--- config.mk ---
export PLATFORM = sky130hd
export DESIGN_NAME = key_debounce
export DESIGN_NICKNAME = d
export VERILOG_FILES = /design/src/rtl/key_pkg.sv /design/src/rtl/key_filter.sv /design/src/rtl/key_debounce.sv
export SDC_FILE = /design/constraint.sdc
export NUM_CORES = 1
export LEC_CHECK = 0
export BUFFER_PORTS_ARGS = -buffer_cell sky130_fd_sc_hd__buf_2
export CORE_MARGIN = 5
export CORE_UTILIZATION = 45
export DETAILED_ROUTE_END_ITERATION = 16
export SETUP_SLACK_MARGIN = 0.5
export SLEW_MARGIN = 20
export SYNTH_ARGS = -nofsm -noshare
export SYNTH_HDL_FRONTEND = slang
export SYNTH_HIERARCHICAL = 1
export SYNTH_SLANG_ARGS = --single-unit
--- constraint.sdc ---
create_clock -name clk -period 3.4 [get_ports clk]
set_input_delay 0.34 -clock clk [delete_from_list [all_inputs] [get_ports clk]]
set_output_delay 0.34 -clock clk [all_outputs]
set_load 0.02 [all_outputs]
--- src/rtl/key_pkg.sv ---
// Shared types and default timing constants for the push-button input stage.
package key_pkg;

  typedef enum logic [1:0] {
    STABLE_LO,
    CHK_HI,
    STABLE_HI,
    CHK_LO
  } key_state_t;

  localparam int KEY_DEBOUNCE_DEF = 500000;
  localparam int KEY_REPEAT_DEF   = 25000000;

endpackage

--- src/rtl/key_filter.sv ---
// One push-button channel: 2-flop synchroniser followed by a counting
// debounce FSM; level only moves after DEBOUNCE_CYCLES identical samples.
module key_filter
  import key_pkg::*;
#(
  parameter int DEBOUNCE_CYCLES = KEY_DEBOUNCE_DEF,
  parameter int CNT_W           = $clog2(DEBOUNCE_CYCLES + 1)
) (
  input  logic clk,
  input  logic rst,
  input  logic raw,
  output logic level
);

  localparam logic [CNT_W-1:0] CNT_LAST = CNT_W'(DEBOUNCE_CYCLES - 1);
  localparam logic [CNT_W-1:0] CNT_MAX  = '1;

  if (DEBOUNCE_CYCLES < 2) begin : g_bad_debounce
    $error("key_filter: DEBOUNCE_CYCLES must be at least 2");
  end

  logic             s1_q, s2_q;
  key_state_t       state_q, state_d;
  logic [CNT_W-1:0] cnt_q, cnt_d;
  logic             level_q, level_d;

  always_comb begin
    state_d = state_q;
    cnt_d   = cnt_q;
    level_d = level_q;
    case (state_q)
      STABLE_LO: begin
        if (s2_q) begin
          state_d = CHK_HI;
          cnt_d   = CNT_W'(1);
        end else begin
          cnt_d = '0;
        end
      end
      CHK_HI: begin
        if (!s2_q) begin
          state_d = STABLE_LO;
          cnt_d   = '0;
        end else if (cnt_q == CNT_LAST) begin
          state_d = STABLE_HI;
          cnt_d   = '0;
          level_d = 1'b1;
        end else if (cnt_q != CNT_MAX) begin
          cnt_d = cnt_q + 1'b1;
        end
      end
      STABLE_HI: begin
        if (!s2_q) begin
          state_d = CHK_LO;
          cnt_d   = CNT_W'(1);
        end else begin
          cnt_d = '0;
        end
      end
      CHK_LO: begin
        if (s2_q) begin
          state_d = STABLE_HI;
          cnt_d   = '0;
        end else if (cnt_q == CNT_LAST) begin
          state_d = STABLE_LO;
          cnt_d   = '0;
          level_d = 1'b0;
        end else if (cnt_q != CNT_MAX) begin
          cnt_d = cnt_q + 1'b1;
        end
      end
      default: begin
        state_d = STABLE_LO;
        cnt_d   = '0;
        level_d = 1'b0;
      end
    endcase
  end

  // The raw pin is asynchronous, so only s2_q may feed the FSM.
  always_ff @(posedge clk or posedge rst) begin
    if (rst) begin
      s1_q    <= 1'b0;
      s2_q    <= 1'b0;
      state_q <= STABLE_LO;
      cnt_q   <= '0;
      level_q <= 1'b0;
    end else begin
      s1_q    <= raw;
      s2_q    <= s1_q;
      state_q <= state_d;
      cnt_q   <= cnt_d;
      level_q <= level_d;
    end
  end

  assign level = level_q;

endmodule

--- src/rtl/key_debounce.sv ---
// Debounced data/clock keys for the LED register bank; strobe marks each
// accepted clock-key press. Define KEY_AUTOREPEAT_EN for held-key repeat.
module key_debounce
  import key_pkg::*;
#(
  parameter int DEBOUNCE_CYCLES = KEY_DEBOUNCE_DEF,
  parameter int CNT_W           = $clog2(DEBOUNCE_CYCLES + 1),
  parameter int REPEAT_CYCLES   = KEY_REPEAT_DEF
) (
  input  logic clk,
  input  logic rst,
  input  logic key_d,
  input  logic key_clk,
  output logic d_out,
  output logic strobe,
  output logic d_led,
  output logic clk_led
);

  if (REPEAT_CYCLES < 1) begin : g_bad_repeat
    $error("key_debounce: REPEAT_CYCLES must be at least 1");
  end

  logic d_level, clk_level;
  logic clk_prev_q, clk_prev_d;
  logic strobe_q, strobe_d;

  key_filter #(
    .DEBOUNCE_CYCLES(DEBOUNCE_CYCLES),
    .CNT_W          (CNT_W)
  ) u_filter_d (
    .clk  (clk),
    .rst  (rst),
    .raw  (key_d),
    .level(d_level)
  );

  key_filter #(
    .DEBOUNCE_CYCLES(DEBOUNCE_CYCLES),
    .CNT_W          (CNT_W)
  ) u_filter_clk (
    .clk  (clk),
    .rst  (rst),
    .raw  (key_clk),
    .level(clk_level)
  );

`ifdef KEY_AUTOREPEAT_EN
  localparam int REP_W = $clog2(REPEAT_CYCLES + 1);

  logic [REP_W-1:0] rep_cnt_q, rep_cnt_d;

  // Counter holds the cycles since the last strobe while the key stays accepted.
  always_comb begin
    clk_prev_d = clk_level;
    strobe_d   = clk_level & ~clk_prev_q;
    rep_cnt_d  = '0;
    if (clk_level) begin
      if (rep_cnt_q == REP_W'(REPEAT_CYCLES)) begin
        rep_cnt_d = REP_W'(1);
        strobe_d  = 1'b1;
      end else begin
        rep_cnt_d = rep_cnt_q + 1'b1;
      end
    end
  end

  always_ff @(posedge clk or posedge rst) begin
    if (rst) begin
      rep_cnt_q <= '0;
    end else begin
      rep_cnt_q <= rep_cnt_d;
    end
  end
`else
  always_comb begin
    clk_prev_d = clk_level;
    strobe_d   = clk_level & ~clk_prev_q;
  end
`endif

  always_ff @(posedge clk or posedge rst) begin
    if (rst) begin
      clk_prev_q <= 1'b0;
      strobe_q   <= 1'b0;
    end else begin
      clk_prev_q <= clk_prev_d;
      strobe_q   <= strobe_d;
    end
  end

  // Strobe lags the level by one edge, so data accepted together is already visible.
  assign d_out   = d_level;
  assign d_led   = d_level;
  assign clk_led = clk_level;
  assign strobe  = strobe_q;

endmodule

==> flow_metrics.py <==
metrics = {
    "run_status": {
        "status": "finished clean",
    },
    "yosys": {
        "synth-edff-count": 0,
        "ys_seq_area_frac": 0.4255,
        "ys_types": 42,
        "yosys.area.top_type": "dfrtp_1",
        "syn_area_sq_mm": 0.002940,
        "synthCells": 307,
        "synth_area_per_cell_sq_um": 9.578,
        "async_reset_ff_frac": 1.000,
        "ys_seq_elements": 50,
        "synth_nets": 313,
        "synth_area_leaders": "dfrtp_1, a21oi_1, mux2i_1",
        "yosys_warnings": 6,
        "yosys.area.top_type_share": 0.4255,
        "ys.flop_type": "dfrtp_1",
    },
    "clock_network": {
        "worstSkewPairLatency_ps": 300,
        "clk_pin_slew_ps": 90,
        "h-tree-depth": 2,
        "cts-root-buf": "clkbuf_8",
        "clockBufferDepth": 2,
        "post_cts_resized": 0,
        "clock-sinks": 50,
        "tritoncts": "built",
        "cts_buffers": 5,
    },
    "detailed_routing": {
        "drt-initial-drc-count": 151,
        "drtPass1Iterations": 4,
        "routed_via_density": 6.114,
        "routed_wl_mm": 6.270,
        "routedWlPerCell_um": 16.20,
        "vias": 2366,
        "antenna_left": 0,
        "drc": 0,
    },
    "pwr": {
        "switching_power_w": 0.0002378,
        "internal-power_w": 0.0007790,
        "clock_power_share": 0.356,
        "vdd_drop_max_uv": 254.1,
        "total_leakage_power_nw": 1.199,
        "power_w": 0.001017,
        "comb_power_share": 0.046,
        "power_density_mw_per_mm2": 331.4,
        "p_sw_frac": 0.2339,
        "seqPwrFrac": 0.598,
    },
    "critical_path": {
        "slowest_delay_ps": 790,
        "slowest_stage": "nor4_4",
        "critPathArrivalTime_ps": 2410,
        "path_cells": "ha_1, nand4_1, nor4_4, a31oi_1, a311oi_1",
        "crit_required_ps": 3600,
        "critPathLaunchType": "flip-flop",
        "critPathCaptureType": "flip-flop",
        "critical_path_class": "flip-flop to flip-flop",
        "ff2ff_setup_slack_ps": 1190,
        "path_max_fanout": 18,
    },
    "layout": {
        "layout.nets": 315,
        "fillers": 580,
        "antenna_cells": 0,
        "area_growth_pct": 4.340,
        "regArea_sq_mm": 0.001251,
        "multi_input_area_sq_mm": 0.001520,
        "reg.largest.list": "u_filter_clk/cnt_q: 19 flops, u_filter_d/cnt_q: 19 flops",
        "drive_above_1_share": 0.1065,
    },
    "flow_run": {
        "drv_cap": 0,
    },
    "sta": {
        "hold_viol_final": 0,
        "final_max_slew_viol_count": 0,
        "setup_violations": 0,
        "period_share": 0.6497,
        "min_period_ps": 2209,
        "rsz0062_at_grt": "no",
        "tightest_slew_ps": 930.4,
        "setup_slack_ps": 1191,
        "clock.fmax_mhz": 452.7,
        "finClkSkew_ps": 5.092,
        "setup_tns_ps": 0,
        "maxSlewHeadroom": 0.3790,
    },
    "floorplan": {
        "die_w_um": 90.84,
        "row_count": 29,
        "fp.coreArea_sq_mm": 0.006350,
        "io_pins": 8,
        "initial_core_util": 0.4631,
        "die_area_sq_mm": 0.008251,
        "fp.dieH_um": 90.84,
    },
    "global_route": {
        "grt_pass1_vias": 2311,
        "grt_pass1_wl_mm": 11.22,
        "grt_usage": 0.1637,
        "antenna_found_initial": 0,
        "grt_max_degree": 25,
        "overflow": 0,
    },
    "place": {
        "dp_slack_ps": 1216,
        "gp_congestion": 0.8386,
        "port_buffers": 7,
        "hpwlAfterDp_mm": 4.416,
    },
    "worst_hold_path": {
        "hold_class": "input port to flip-flop",
    },
}
-- Yosys cell counts, types with 4 or more instances --
library cell   n
nor2_1        10
buf_6          4
nor4_1         6
a21oi_1       26
and3_1         4
nand2_1       22
or4_1          6
nor3_1        12
a31oi_1       16
and4_1         6
clkbuf_1       4
nand3_1       16
o31ai_1       14
a211oi_1       4
inv_1         17
nand4_1       10
mux2i_1       12
nor4b_1        6
or3_1          8
and4_2         4
dfrtp_1       50
o21ai_0        6
o211ai_1       8
-- stage by stage --
| stage | area [sq um] | hold slack, ps | util | std cells |
|---|---|---|---|---|
| 4_1_cts | 3068 | 118.7 | 0.4832 | 387 |
| 3_5_place_dp | 2967 | 211.4 | 0.4672 | 378 |
| 2_1_floorplan | 2940 | 81.18 | - | 307 |
| 6_report | 3068 | 132.5 | 0.4832 | 387 |
| 3_3_place_gp | 2967 | 206.8 | 0.4672 | 378 |
| 5_1_grt | 3068 | 117.0 | 0.4832 | 387 |
-- layout by cell type (no fill, tap or decap), types with 6 or more instances in the layout --
cell / instances
o21ai_0: 6
buf_2: 7
and4_1: 6
a21oi_1: 26
nand3_1: 16
nor3_1: 12
inv_1: 17
clkbuf_8: 6
mux2i_1: 12
or4_1: 6
nor2_1: 10
nor4b_1: 6
dfrtp_1: 50
or3_1: 8
o211ai_1: 8
a31oi_1: 16
o31ai_1: 14
nor4_1: 6
nand4_1: 10
nand2_1: 22
-- worst max-delay path: cells and delay by family (launching register included) --
family	cells	cell delay [ps]
AOI/OAI and AO/OA	2	460
adders and majority gates	1	250
DFF	1	440
and+or+nand+nor	2	950
-- layer usage --
metal | track usage | vias to the layer above | part of all wire
met5 | 0 | - | 0
met4 | 0.05257 | 0 | 0.014
met3 | 0.03750 | 8 | 0.049
met2 | 0.2300 | 52 | 0.43
met1 | 0.2467 | 1122 | 0.51
li1 | - | 1184 | -
-- cell type report --
cell class	instances	area share
Sequential cell	50	0.4078
Timing Repair Buffer	8	0.01468
Tap cell	77	0.03140
Clock inverter	1	0.001631
Multi-Input combinational cell	227	0.4955
Clock buffer	7	0.02814
Inverter	17	0.02080
-- worst paths after layout --
check,from,cells after the start,to
max,u_filter_clk/cnt_q[0],5,u_filter_clk/cnt_q[16]
min,key_clk,1,u_filter_clk/s1_q
max reg2reg,u_filter_clk/cnt_q[0],5,u_filter_clk/cnt_q[16]
min reg2reg,u_filter_d/s1_q,0,u_filter_d/s2_q
max in group asynchronous,rst,3,u_filter_clk/cnt_q[12]
min in group asynchronous,rst,3,clk_prev_q
-- power by group through the flow --
| stage | Sequential, W | Combinational (W) | Clock, W |
|---|---|---|---|
| 2_1_floorplan | 0.000618 | 0.0000377 | 0 |
| 3_3_place_gp | 0.000620 | 0.0000471 | 0 |
| 3_5_place_dp | 0.000620 | 0.0000469 | 0 |
| 4_1_cts | 0.000608 | 0.0000480 | 0.000378 |
| 5_1_grt | 0.000610 | 0.0000545 | 0.000409 |
| 6_report | 0.000608 | 0.0000465 | 0.000362 |
-- repair_timing --
| action | 4_1_cts | 5_1_grt |
|---|---|---|
| hold buffers | 1 | 0 |
| hold endpoints to repair | 2 | 0 |
| buffers inserted | 0 | 0 |
-- cell families (layout without fill, tap and decap cells) --
| logic type | after synthesis | count (layout) | share of synthesized area |
|---|---|---|---|
| adder cells (fa/ha/maj) | 2 | 2 | 0.008509 |
| flip-flops | 50 | 50 | 0.4255 |
| XOR/XNOR | 4 | 4 | 0.01192 |
| AND/OR/NAND/NOR | 127 | 127 | 0.2762 |
| buffers and inverters | 30 | 33 | 0.05745 |
| multiplexers | 14 | 14 | 0.04851 |
| AO/OA/AOI/OAI | 80 | 80 | 0.1719 |
(Power assumes the default switching activity.)
